--- src/rtl/top_level_if.sv ---
`default_nettype none
// +----------------------------------------------------------------------+
// | top_level_if : MCU handshake and pixel/result bus of the dither top   |
// | Revision 1.0                                                         |
// +----------------------------------------------------------------------+
interface top_level_if #(
  parameter int RGB_SIZE = 8
);
  logic                MCU_TX_RDY;
  logic [RGB_SIZE-1:0] external_SPI_data;
  logic                MCU_RX_RDY;
  logic                data_valid;
  logic                SPI_MISO;

  modport master (
    output MCU_TX_RDY, external_SPI_data,
    input  MCU_RX_RDY, data_valid, SPI_MISO
  );

  modport slave (
    input  MCU_TX_RDY, external_SPI_data,
    output MCU_RX_RDY, data_valid, SPI_MISO
  );
endinterface
`default_nettype wire

--- src/rtl/top_level.sv ---
`default_nettype none
// +----------------------------------------------------------------------+
// | top_level : Floyd-Steinberg dithering accelerator board top.          |
// | Loads an image, dithers it in place to 1 bpp, streams it back.        |
// | Optional serial load path enabled by macro SPI_LOAD_EN.               |
// | Revision 1.0                                                         |
// +----------------------------------------------------------------------+
module top_level #(
  parameter int CLOCK_SPEED      = 50000000,
  parameter int PIXEL_COUNTER    = 1,
  parameter int IMAGEX           = 16,
  parameter int IMAGEY           = 16,
  parameter int IMAGE_SIZE       = 256,
  parameter int IMAGEXlog2       = 4,
  parameter int IMAGEYlog2       = 4,
  parameter int IMAGE_ADDR_WIDTH = 8,
  parameter int RGB_SIZE         = 8,
  parameter int ADJ_PIXELS       = 4
) (
  input  wire logic        MAX10_CLK1_50,
  input  wire logic [1:0]  KEY,
  input  wire logic [9:0]  SW,
  input  wire logic        SPI_CLK,
  input  wire logic        SPI_MOSI,
  input  wire logic        SPI_CS,
  output logic      [9:0]  LED,
  output logic      [6:0]  HEX0,
  output logic      [6:0]  HEX1,
  output logic      [6:0]  HEX2,
  output logic      [6:0]  HEX3,
  output logic      [6:0]  HEX4,
  output logic      [6:0]  HEX5,
  top_level_if.slave       bus
);
  localparam int AW = IMAGE_ADDR_WIDTH;
  localparam int WAIT_W = $clog2(PIXEL_COUNTER + 1);
  localparam logic [AW-1:0] LAST_ADDR = AW'(IMAGE_SIZE - 1);

  localparam logic [2:0] ST_IDLE = 3'd0;
  localparam logic [2:0] ST_LOAD = 3'd1;
  localparam logic [2:0] ST_PROC = 3'd2;
  localparam logic [2:0] ST_OUT  = 3'd3;
  localparam logic [2:0] ST_DONE = 3'd4;

  localparam logic [2:0] PH_RD   = 3'd0;
  localparam logic [2:0] PH_WR   = 3'd1;
  localparam logic [2:0] PH_NRD  = 3'd2;
  localparam logic [2:0] PH_NWR  = 3'd3;
  localparam logic [2:0] PH_WAIT = 3'd4;

  logic Reset_h;
  assign Reset_h = ~KEY[1];

  logic [2:0]          state_q, state_d, phase_q, phase_d;
  logic [AW-1:0]       addr_q, addr_d;
  logic [1:0]          k_q, k_d;
  logic signed [8:0]   err_q, err_d;
  logic [WAIT_W-1:0]   wait_q, wait_d;
  logic                rx_rdy_q, rx_rdy_d;
  logic [6:0]          hex0_q, hex1_q, hex2_q, hex3_q;

  logic [RGB_SIZE-1:0] mem_q [IMAGE_SIZE];
  logic [RGB_SIZE-1:0] rdata_q;
  logic                ram_we, ram_re;
  logic [AW-1:0]       ram_addr;
  logic [RGB_SIZE-1:0] ram_wdata;

  logic                w_pause, w_load_wr;
  logic [RGB_SIZE-1:0] w_load_data;

  assign w_pause = SW[9] && (state_q == ST_PROC);

`ifdef SPI_LOAD_EN
  logic [2:0] spi_clk_sync_q;
  logic [1:0] spi_mosi_sync_q, spi_cs_sync_q;
  logic [2:0] bit_cnt_q;
  logic [6:0] shift_q;
  logic       w_spi_bit;

  assign w_spi_bit   = spi_clk_sync_q[1] & ~spi_clk_sync_q[2] & ~spi_cs_sync_q[1]
                     & (state_q == ST_LOAD);
  assign w_load_wr   = w_spi_bit && (bit_cnt_q == 3'd7);
  assign w_load_data = {shift_q, spi_mosi_sync_q[1]};

  always_ff @(posedge MAX10_CLK1_50 or posedge Reset_h) begin
    if (Reset_h) begin
      spi_clk_sync_q  <= '0;
      spi_mosi_sync_q <= '0;
      spi_cs_sync_q   <= '1;
      bit_cnt_q       <= '0;
      shift_q         <= '0;
    end else begin
      spi_clk_sync_q  <= {spi_clk_sync_q[1:0], SPI_CLK};
      spi_mosi_sync_q <= {spi_mosi_sync_q[0], SPI_MOSI};
      spi_cs_sync_q   <= {spi_cs_sync_q[0], SPI_CS};
      if (state_q != ST_LOAD || spi_cs_sync_q[1]) begin
        bit_cnt_q <= '0;
      end else if (w_spi_bit) begin
        bit_cnt_q <= bit_cnt_q + 3'd1;
        shift_q   <= {shift_q[5:0], spi_mosi_sync_q[1]};
      end
    end
  end

  logic unused_ok;
  assign unused_ok = ^{KEY[0], SW[8:0], bus.external_SPI_data, CLOCK_SPEED > 0};
`else
  assign w_load_wr   = 1'b1;
  assign w_load_data = bus.external_SPI_data;

  logic unused_ok;
  assign unused_ok = ^{KEY[0], SW[8:0], SPI_CLK, SPI_MOSI, SPI_CS, CLOCK_SPEED > 0};
`endif

  // Neighbour selection for the current pixel; index k walks right, down-left, down, down-right.
  logic [IMAGEXlog2-1:0] w_x;
  logic [IMAGEYlog2-1:0] w_y;
  logic                  w_nb_valid;
  logic [AW-1:0]         w_nb_off, w_nb_addr, w_next_addr;
  logic [3:0]            w_weight;

  assign w_x = addr_q[IMAGEXlog2-1:0];
  assign w_y = addr_q[IMAGEXlog2 +: IMAGEYlog2];

  always_comb begin
    w_nb_valid = 1'b0;
    w_nb_off   = '0;
    w_weight   = 4'd0;
    case (k_q)
      2'd0: begin
        w_nb_valid = (w_x != IMAGEXlog2'(IMAGEX - 1));
        w_nb_off   = AW'(1);
        w_weight   = 4'd7;
      end
      2'd1: begin
        w_nb_valid = (w_x != '0) && (w_y != IMAGEYlog2'(IMAGEY - 1));
        w_nb_off   = AW'(IMAGEX - 1);
        w_weight   = 4'd3;
      end
      2'd2: begin
        w_nb_valid = (w_y != IMAGEYlog2'(IMAGEY - 1));
        w_nb_off   = AW'(IMAGEX);
        w_weight   = 4'd5;
      end
      default: begin
        w_nb_valid = (w_x != IMAGEXlog2'(IMAGEX - 1)) && (w_y != IMAGEYlog2'(IMAGEY - 1));
        w_nb_off   = AW'(IMAGEX + 1);
        w_weight   = 4'd1;
      end
    endcase
  end

  assign w_nb_addr   = addr_q + w_nb_off;
  assign w_next_addr = addr_q + AW'(1);

  // Two's-complement low bits match, so an unsigned 13b multiply gives the signed product.
  logic [12:0]         w_prod_u;
  logic signed [12:0]  w_shift;
  logic signed [9:0]   w_sum;
  logic [RGB_SIZE-1:0] w_clamp, w_new;

  assign w_prod_u = {{4{err_q[8]}}, err_q} * {9'd0, w_weight};
  assign w_shift  = $signed(w_prod_u) >>> 4;
  assign w_sum    = {2'b00, rdata_q} + w_shift[9:0];
  assign w_new    = rdata_q[7] ? 8'hFF : 8'h00;

  always_comb begin
    if (w_sum < 10'sd0)        w_clamp = 8'h00;
    else if (w_sum > 10'sd255) w_clamp = 8'hFF;
    else                       w_clamp = w_sum[7:0];
  end

  logic unused_shift;
  assign unused_shift = ^w_shift[12:10];

  always_comb begin
    state_d   = state_q;
    phase_d   = phase_q;
    addr_d    = addr_q;
    k_d       = k_q;
    err_d     = err_q;
    wait_d    = wait_q;
    rx_rdy_d  = rx_rdy_q;
    ram_we    = 1'b0;
    ram_re    = 1'b0;
    ram_addr  = addr_q;
    ram_wdata = '0;
    case (state_q)
      ST_IDLE, ST_DONE: begin
        if (bus.MCU_TX_RDY) begin
          state_d  = ST_LOAD;
          addr_d   = '0;
          rx_rdy_d = 1'b0;
        end
      end
      ST_LOAD: begin
        if (w_load_wr) begin
          ram_we    = 1'b1;
          ram_wdata = w_load_data;
          if (addr_q == LAST_ADDR) begin
            state_d = ST_PROC;
            phase_d = PH_RD;
            addr_d  = '0;
          end else begin
            addr_d = w_next_addr;
          end
        end
      end
      ST_PROC: begin
        if (!w_pause) begin
          case (phase_q)
            PH_RD: begin
              ram_re  = 1'b1;
              phase_d = PH_WR;
            end
            PH_WR: begin
              ram_we    = 1'b1;
              ram_wdata = w_new;
              err_d     = $signed({1'b0, rdata_q}) - $signed({1'b0, w_new});
              k_d       = '0;
              phase_d   = PH_NRD;
            end
            PH_NRD: begin
              if (w_nb_valid) begin
                ram_addr = w_nb_addr;
                ram_re   = 1'b1;
                phase_d  = PH_NWR;
              end else if (k_q == 2'(ADJ_PIXELS - 1)) begin
                phase_d = PH_WAIT;
                wait_d  = '0;
              end else begin
                k_d = k_q + 2'd1;
              end
            end
            PH_NWR: begin
              ram_addr  = w_nb_addr;
              ram_we    = 1'b1;
              ram_wdata = w_clamp;
              if (k_q == 2'(ADJ_PIXELS - 1)) begin
                phase_d = PH_WAIT;
                wait_d  = '0;
              end else begin
                k_d     = k_q + 2'd1;
                phase_d = PH_NRD;
              end
            end
            default: begin
              if (wait_q == WAIT_W'(PIXEL_COUNTER - 1)) begin
                // Prefetch the next pixel (wraps to 0) so OUT sees data on its first cycle.
                ram_addr = w_next_addr;
                ram_re   = 1'b1;
                phase_d  = PH_RD;
                addr_d   = w_next_addr;
                if (addr_q == LAST_ADDR) state_d = ST_OUT;
              end else begin
                wait_d = wait_q + WAIT_W'(1);
              end
            end
          endcase
        end
      end
      ST_OUT: begin
        ram_addr = w_next_addr;
        ram_re   = 1'b1;
        addr_d   = w_next_addr;
        if (addr_q == LAST_ADDR) begin
          state_d  = ST_DONE;
          rx_rdy_d = 1'b1;
        end
      end
      default: state_d = ST_IDLE;
    endcase
  end

  function automatic logic [6:0] seg7(input logic [3:0] v);
    case (v)
      4'h0: seg7 = 7'h40;  4'h1: seg7 = 7'h79;  4'h2: seg7 = 7'h24;  4'h3: seg7 = 7'h30;
      4'h4: seg7 = 7'h19;  4'h5: seg7 = 7'h12;  4'h6: seg7 = 7'h02;  4'h7: seg7 = 7'h78;
      4'h8: seg7 = 7'h00;  4'h9: seg7 = 7'h10;  4'hA: seg7 = 7'h08;  4'hB: seg7 = 7'h03;
      4'hC: seg7 = 7'h46;  4'hD: seg7 = 7'h21;  4'hE: seg7 = 7'h06;  default: seg7 = 7'h0E;
    endcase
  endfunction

  logic [7:0] w_addr8;
  assign w_addr8 = 8'(addr_q);

  always_ff @(posedge MAX10_CLK1_50 or posedge Reset_h) begin
    if (Reset_h) begin
      state_q  <= ST_IDLE;
      phase_q  <= PH_RD;
      addr_q   <= '0;
      k_q      <= '0;
      err_q    <= '0;
      wait_q   <= '0;
      rx_rdy_q <= 1'b0;
      hex0_q   <= 7'h7F;
      hex1_q   <= 7'h7F;
      hex2_q   <= 7'h7F;
      hex3_q   <= 7'h7F;
    end else begin
      state_q  <= state_d;
      phase_q  <= phase_d;
      addr_q   <= addr_d;
      k_q      <= k_d;
      err_q    <= err_d;
      wait_q   <= wait_d;
      rx_rdy_q <= rx_rdy_d;
      // Displays stay blank in IDLE and freeze while paused.
      if (state_q != ST_IDLE && !w_pause) begin
        hex0_q <= seg7(w_addr8[3:0]);
        hex1_q <= seg7(w_addr8[7:4]);
        hex2_q <= seg7(rdata_q[3:0]);
        hex3_q <= seg7(rdata_q[7:4]);
      end
    end
  end

  always_ff @(posedge MAX10_CLK1_50) begin
    if (ram_we) mem_q[ram_addr] <= ram_wdata;
  end

  always_ff @(posedge MAX10_CLK1_50 or posedge Reset_h) begin
    if (Reset_h)                rdata_q <= '0;
    else if (ram_re && !ram_we) rdata_q <= mem_q[ram_addr];
  end

  assign bus.MCU_RX_RDY = rx_rdy_q;
  assign bus.data_valid = (state_q == ST_OUT);
  assign bus.SPI_MISO   = (state_q == ST_OUT) & rdata_q[7];

  assign LED  = {rx_rdy_q, 5'd0, 1'b0, state_q};
  assign HEX0 = hex0_q;
  assign HEX1 = hex1_q;
  assign HEX2 = hex2_q;
  assign HEX3 = hex3_q;
  assign HEX4 = 7'h7F;
  assign HEX5 = 7'h7F;
endmodule
`default_nettype wire

--- src/flat_wrapper.sv ---
// flat-port wrapper written by rule: the top's interface ports become plain ports
module top_level_flat 
#(
  parameter int CLOCK_SPEED      = 50000000,
  parameter int PIXEL_COUNTER    = 1,
  parameter int IMAGEX           = 16,
  parameter int IMAGEY           = 16,
  parameter int IMAGE_SIZE       = 256,
  parameter int IMAGEXlog2       = 4,
  parameter int IMAGEYlog2       = 4,
  parameter int IMAGE_ADDR_WIDTH = 8,
  parameter int RGB_SIZE         = 8,
  parameter int ADJ_PIXELS       = 4
)
  (MAX10_CLK1_50, KEY, SW, SPI_CLK, SPI_MOSI, SPI_CS, LED, HEX0, HEX1, HEX2, HEX3, HEX4, HEX5, bus_MCU_TX_RDY, bus_external_SPI_data, bus_MCU_RX_RDY, bus_data_valid, bus_SPI_MISO);
  top_level_if #(.RGB_SIZE(RGB_SIZE)) bus_i ();
  input  wire logic MAX10_CLK1_50;
  input  wire logic [1:0] KEY;
  input  wire logic [9:0] SW;
  input  wire logic SPI_CLK;
  input  wire logic SPI_MOSI;
  input  wire logic SPI_CS;
  output logic      [9:0] LED;
  output logic      [6:0] HEX0;
  output logic      [6:0] HEX1;
  output logic      [6:0] HEX2;
  output logic      [6:0] HEX3;
  output logic      [6:0] HEX4;
  output logic      [6:0] HEX5;
  input wire logic [$bits(bus_i.MCU_TX_RDY)-1:0] bus_MCU_TX_RDY;
  input wire logic [$bits(bus_i.external_SPI_data)-1:0] bus_external_SPI_data;
  output wire logic [$bits(bus_i.MCU_RX_RDY)-1:0] bus_MCU_RX_RDY;
  output wire logic [$bits(bus_i.data_valid)-1:0] bus_data_valid;
  output wire logic [$bits(bus_i.SPI_MISO)-1:0] bus_SPI_MISO;
  assign bus_i.MCU_TX_RDY = bus_MCU_TX_RDY;
  assign bus_i.external_SPI_data = bus_external_SPI_data;
  assign bus_MCU_RX_RDY = bus_i.MCU_RX_RDY;
  assign bus_data_valid = bus_i.data_valid;
  assign bus_SPI_MISO = bus_i.SPI_MISO;
  top_level #(.CLOCK_SPEED(CLOCK_SPEED), .PIXEL_COUNTER(PIXEL_COUNTER), .IMAGEX(IMAGEX), .IMAGEY(IMAGEY), .IMAGE_SIZE(IMAGE_SIZE), .IMAGEXlog2(IMAGEXlog2), .IMAGEYlog2(IMAGEYlog2), .IMAGE_ADDR_WIDTH(IMAGE_ADDR_WIDTH), .RGB_SIZE(RGB_SIZE), .ADJ_PIXELS(ADJ_PIXELS)) u_core (.MAX10_CLK1_50(MAX10_CLK1_50), .KEY(KEY), .SW(SW), .SPI_CLK(SPI_CLK), .SPI_MOSI(SPI_MOSI), .SPI_CS(SPI_CS), .LED(LED), .HEX0(HEX0), .HEX1(HEX1), .HEX2(HEX2), .HEX3(HEX3), .HEX4(HEX4), .HEX5(HEX5), .bus(bus_i));
endmodule
--- config.mk ---
export PLATFORM = sky130hd
export DESIGN_NAME = top_level_flat
export DESIGN_NICKNAME = d
export VERILOG_FILES = /design/src/rtl/top_level_if.sv /design/src/rtl/top_level.sv /design/src/flat_wrapper.sv
export SDC_FILE = /design/constraint.sdc
export NUM_CORES = 2
export LEC_CHECK = 0
export ABC_AREA = 1
export ABC_CLOCK_PERIOD_IN_PS = 9490
export BUFFER_PORTS_ARGS = -buffer_cell sky130_fd_sc_hd__buf_2
export CORE_ASPECT_RATIO = 0.7
export CORE_MARGIN = 2
export CORE_UTILIZATION = 42
export CTS_CLUSTER_DIAMETER = 50
export CTS_CLUSTER_SIZE = 25
export DETAILED_ROUTE_END_ITERATION = 6
export HOLD_SLACK_MARGIN = 0.1
export PLACE_DENSITY = 0.54
export SLEW_MARGIN = 0
export SYNTH_ARGS = -nofsm -noshare
export SYNTH_HDL_FRONTEND = slang
export SYNTH_SLANG_ARGS = --single-unit
--- constraint.sdc ---
create_clock -name MAX10_CLK1_50 -period 9.49 [get_ports MAX10_CLK1_50]
set_input_delay 0.4745 -clock MAX10_CLK1_50 [delete_from_list [all_inputs] [get_ports MAX10_CLK1_50]]
set_output_delay 0.4745 -clock MAX10_CLK1_50 [all_outputs]
set_load 0.05 [all_outputs]
Yosys cells after proc, flatten, opt, wreduce, memory -nomap -nowiden. Memories as Yosys holds them, arrays and structs flattened. A register that Yosys moved wholly into a read port is not among the register bits. Cells that the tools add are included.

Bits in registers: 27. RAM bits: 2048. Bits in read-only memories: 448. Output and inout port bits: 55. Word-level logic and storage cells: 134. Memories: 5.

Memory list: u_core.mem_q (depth 256, width 8, read ports 1, clocked after Yosys merged registers in 1, wr ports 1, line top_level.sv:62) `logic [RGB_SIZE-1:0] mem_q [IMAGE_SIZE];`; (no name shown) (depth 16, width 7, read ports 1, clocked after Yosys merged registers in 1, wr ports 0, line top_level.sv:276) `case (v)`; (no name shown) (depth 16, width 7, read ports 1, clocked after Yosys merged registers in 1, wr ports 0, line top_level.sv:276); (no name shown) (depth 16, width 7, read ports 1, clocked after Yosys merged registers in 1, wr ports 0, line top_level.sv:276); (no name shown) (depth 16, width 7, read ports 1, clocked after Yosys merged registers in 1, wr ports 0, line top_level.sv:276).

Add/sub/neg operators: 6. $mul: 1. Order comparisons: 2. Eq/ne operators: 23. Mux-type cells: 55. Bitwise logic cells: 3. Reductions and logical operators: 32.

Operator list (count): $mux 8 (11); $pmux 8 s2 (3); $mux 3 (13); $pmux 8 s4 (1); $pmux 3 s4 (2); $pmux 8 s3 (1); $pmux 5 s3 (1); $mul 9x4->13 (1); $eq 3x2->1 const B (4); $mux 1 (12); $ne 2x2->1 const B (6); $reduce_and 4->1 (3); $add 9x9->10 (1); $gt 10x9->1 const B (1); $lt 10x1->1 const B (1); $pmux 1 s3 (3); $pmux 3 s3 (1); $sub 8x8->9 (1); $add 8x1->8 const B (1); $add 8x5->8 (1); $eq 8x8->1 const B (1); $ne 4x4->1 const B (2); $reduce_bool 4->1 (2); $logic_not 1->1 (7); other kinds (25) (42).

Logic depth before layout (Yosys ltp).
Word-level depth: 10. Depth in mapped cells: 37. Gate-level depth less buffers: 36.

Worst setup path after synthesis. OpenSTA, ideal clock, no wires.

Path kind: reg2reg. Start point: register u_core.k_q[0]. End point: memory u_core.mem_q[0][3], data pin. Setup time: 0.823 ns. Arrival time: 7.943 ns. Data required time: 8.667 ns. Slack: 0.724 ns. Stages on the path, launching flop included: 37. Buffers on the path: 1. Clock period less this slack: 8.766 ns. Cell sequence: dfrtp_1 -> clkbuf_1 -> inv_1 -> ha_1 -> nor2_1 -> nor2_1 -> inv_1 -> nor2_1 -> ha_1 -> inv_1 -> fa_1 -> inv_1 -> ha_1 -> nand3_1 -> o21bai_1 -> nand2_1 -> nand2_1 -> nand2_1 -> nand2_1 -> nand2_1 -> a21oi_1 -> inv_1 -> nand2_1 -> inv_1 -> ha_1 -> nand2_1 -> o21ai_0 -> a21oi_1 -> o21ai_0 -> nand2_1 -> nand2_1 -> a21oi_1 -> o21ai_1 -> a21oi_1 -> o21ai_0 -> nand2_1 -> nand2_1.

Word-level cells in the longest chain between the ends: 10.

Ends and longest elaborated chain: start: declaration (line top_level.sv:56) `logic [1:0] k_q, k_d;`; start signal: assignment (line top_level.sv:304) `k_q <= k_d;`; $eq 2x2->1 (tied with other cells) (line top_level.sv:129) `case (k_q)`; $pmux 3 s3 (*) (line top_level.sv:129); $mul 9x4->13 (*) (line top_level.sv:162) `assign w_prod_u = {{4{err_q[8]}}, err_q} * {9'd0, w_weight};`; $add 9x9->10 (*) (line top_level.sv:164) `assign w_sum = {2'b00, rdata_q} + w_shift[9:0];`; $gt 10x9->1 (line top_level.sv:169) `else if (w_sum > 10'sd255) w_clamp = 8'hFF;`; $mux 8 (line top_level.sv:169); $mux 8 (*) (line top_level.sv:168) `if (w_sum < 10'sd0) w_clamp = 8'h00;`; $pmux 8 s2 (*) (line top_level.sv:211) `case (phase_q)`; $mux 8 (*) (line top_level.sv:210) `if (!w_pause) begin`; $pmux 8 s2 (*) (line top_level.sv:188) `case (state_q)`; named net u_core.ram_wdata[3] (line top_level.sv:66) `logic [RGB_SIZE-1:0] ram_wdata;`; end: declaration (line top_level.sv:62).

The timed path passes the listed nets; every way through them passes the cells marked *.

Worst setup path in the final report.
Start point: register u_core.k_q[0]. End point: memory u_core.mem_q[23][6], data pin.

Same word-level chain as after synthesis.

==> metrics.csv <==
stage;metric;value;unit
timing;max_slew_margin;20.10;%
cells_and_area;mostFrequentLayoutCells;nand2_1, edfxtp_1, nand3_1;
placement;port_buffers;46;
worst_setup_path;cp.depth;36;
grt;grt_antenna_before_repair;8;
status;status;finished, violations left;
floorplan;pin_count;80;
timing;rsz0062_at_grt;false;
timing;tightest_slew;1.199;ns
timing;fin_crit_sh;78.49;%
worst_setup_path;path_max_fanout;75;
clock_network;clk_latency;0.86;ns
worst_setup_path;cp_num_buf_inv;7;
worst_setup_path;arrival;8.04;ns
yosys;synth_area_per_cell;10.67;µm²
cells_and_area;final_common_cell;nand2_1;
floorplan;fp.dieH;392.5;µm
floorplan;die_x;559.1;µm
pwr;p_leak;37.51;nW
worst_setup_path;rr_startpoint;u_core.k_q[0]$_DFFE_PN0P_;
worst_setup_path;path_class;flip-flop to flip-flop;
cells_and_area;post-route-util;46.03;%
route;wirelength;266.6;mm
floorplan;start_util;42.31;%
placement;dp.final_hpwl;147.0;mm
floorplan;std_cell_rows;142;
yosys;ys_types;53;
placement;place_ws;2.030;ns
worst_setup_path;critPathLaunchType;flip-flop;
cells_and_area;nets;8417;
yosys;yosysWarnings;0;
timing;finalSetupViolCount;0;
worst_setup_path;worstSetupEndpoint;u_core.mem_q[23][6]$_DFFE_PP_;
route;drt-wirelength-per-cell;23.57;µm
timing;post-route-min-period;7.449;ns
route;ant_nets;0;
clock_network;htreeDepth;4;
yosys;ys_seq_area_share;69.65;%
worst_setup_path;rr_worst_depth;36;
placement;post-place-cells;11030;
worst_setup_path;cp_common_cell;nand2_1;
worst_setup_path;cp.required;10.08;ns
route;vias;61340;
worst_setup_path;cp_slowest_stage_delay;0.83;ns
worst_setup_path;crit_family;simple AND/OR/NAND/NOR gates;
timing;hold_viol;0;
clock_network;cts_hold_buf;2;
yosys;synth_seq_cells;2110;
cells_and_area;num-fill-cells;19800;
timing;drv_slew;0;
clock_network;cts_sinks;2110;
grt;grt_pass1_vias;57060;
route;drt_iter0_drc;6744;
timing;layout_setup_ws;2.041;ns
cells_and_area;instances_no_fill;11310;
worst_setup_path;startpoint;u_core.k_q[0]$_DFFE_PN0P_;
clock_network;post_cts_resize_count;0;
yosys;synthesis.area;90580;µm²
timing;fin_worst_skew;0.05451;ns
grt;grt_max_degree;160;
cells_and_area;area_delta_synth_final;8.797;%
hold_path;hold_path.class;input port to flip-flop;
placement;gp_congestion;0.8406;
timing;setup-tns-final;0;ns
route;drc;2;
flow_run;drv_cap;0;
grt;grt_pass1_wl;391.4;mm
pwr;power.density;339.9;nW/µm²
pwr;power;33.49;mW
pwr;vdd_ir_drop_max;0.4491;mV
clock_network;root_buffer;clkbuf_16;
route;viasPerCell;5.424;
clock_network;cts_tree;done;
floorplan;design.core.area;214100;µm²
grt;grt-ovfl-total;0;
clock_network;cts_buffers;156;
worst_setup_path;worst_setup_path_end_kind;flip-flop;
grt;gr-usage-all-layers;23.89;%
timing;max_clock_freq;134.2;MHz
clock_network;path_clk_slew;0.08;ns
status;violations;design-rule violations;
worst_setup_path;slowest_stage;nand2_4;
clock_network;clockBufferDepth;4;
clock_network;cts_setup_buffers;0;
floorplan;die_area;219400;µm²
yosys;postSynthCellCount;8491;
worst_setup_path;r2r_end;u_core.mem_q[23][6]$_DFFE_PP_;
worst_setup_path;regToRegSetupSlack;2.04;ns
route;drtPass1Iterations;7;
cells_and_area;layout-drive-gt1-share;5.873;%
## where the power goes
| group | switching, mW | total, mW | internal, mW |
|---|---|---|---|
| Clock | 3.55 | 7.17 | 3.62 |
| Sequential | 0.175 | 11.3 | 11.1 |
| Combinational | 11.4 | 15.0 | 3.58 |
## cell type report
| cell class | instances | area [µm²] | share of cell area (%) |
|---|---|---|---|
| diodes | 2 | 5.005 | 0.005079 |
| clock buffers | 177 | 4089 | 4.149 |
| clock inverters | 97 | 1227 | 1.246 |
| inverters | 150 | 575.6 | 0.5841 |
| multi-input cells | 5752 | 24590 | 24.95 |
| flip-flops and latches | 2110 | 63090 | 64.02 |
| well taps | 2880 | 3603 | 3.657 |
| repair buffers | 142 | 1369 | 1.389 |
## routing by layer
metal	vias to the layer above	share of wire, %	GRT usage, %
met5	-	0.015	0
met4	6	2.5	6.150
met3	325	8.6	4.687
met2	2196	42	34.59
met1	30560	46	36.56
li1	28250	-	-
## per-stage QoR
stage | area (µm²) | hold WS, ns
2_1_floorplan | 90640 | 0.1789
3_3_place_gp | 93200 | 0.4512
3_5_place_dp | 93200 | 0.4563
4_1_cts | 98540 | 0.1974
5_1_grt | 98540 | 0.2287
6_report | 98540 | 0.2408
## sequential cells by signal (all words and copies together), names as in the netlist
register               cells
u_core.HEX1                7
u_core.rdata_q             8
u_core.HEX3                7
u_core.err_q               9
u_core.mem_q            2048
u_core.phase_q             3
u_core.addr_q              8
u_core.HEX0                7
u_core.state_q             3
u_core.HEX2                7
u_core.bus.MCU_RX_RDY      1
u_core.k_q                 2
## cell usage after synthesis (all sizes together)
cell     count  area share (%)
nand2     3689              15
edfxtp    2048              68
nand3     1007             5.6
nor2       630             2.7
buf        306             2.0
clkbuf     191            0.79
inv        147            0.61
o21ai      123            0.70
a21oi       77            0.43
ha          69            0.95
dfrtp       34            0.94
nand4       31            0.21
dfstp       28            0.81
a31oi       18            0.12
o22ai       14           0.097
xor2        12            0.12
fa          11            0.24
o211ai       7           0.058
xnor2        7           0.068
nor3         5           0.033
or2          5           0.035
a22oi        4           0.054
o221ai       4           0.039
o31ai        4           0.033
clkinv       3           0.012
o21a         3           0.025
a211oi       2           0.017
conb         2          0.0083
nand3b       2           0.017
o21bai       2           0.017
a221oi       1          0.0097
a41oi        1          0.0097
nor3b        1          0.0083
o2111ai      1          0.0097
o311ai       1          0.0097
or4          1          0.0083
## tightest hold or removal path, stage by stage
cell	delay [ns]
buf_2	0.08
nand2_1	0.08
nand2_4	0.26
## logic make-up (layout without fill, tap and decap cells)
kind of cell / count (synthesis) / after routing / share of synthesized area, %
xor gates and xnor gates: 19 / 19 / 0.1837
AOI/OAI and AO/OA: 262 / 262 / 1.627
and+or+nand+nor: 5371 / 5371 / 23.88
other: 2 / 22 / 0.008291
buffers and inverters: 647 / 566 / 3.453
adders and majority gates: 80 / 80 / 1.196
DFF: 2110 / 2110 / 69.65
## worst min-delay path by stage
stage	from	to	slack [ns]	cells past startpoint
4_1_cts	bus_external_SPI_data[5]	u_core.mem_q[191][5]$_DFFE_PP_	0.20	3
3_3_place_gp	u_core.HEX1[2]$_DFFE_PN1P_	u_core.HEX1[2]$_DFFE_PN1P_	0.45	2
5_1_grt	bus_external_SPI_data[5]	u_core.mem_q[191][5]$_DFFE_PP_	0.23	3
3_5_place_dp	u_core.HEX1[2]$_DFFE_PN1P_	u_core.HEX1[2]$_DFFE_PN1P_	0.46	2
6_report	bus_external_SPI_data[5]	u_core.mem_q[189][5]$_DFFE_PP_	0.24	3
2_1_floorplan	KEY[1]	u_core.addr_q[0]$_DFFE_PN0P_	0.18	0
No activity file was read; power rests on OpenSTA's default activity.
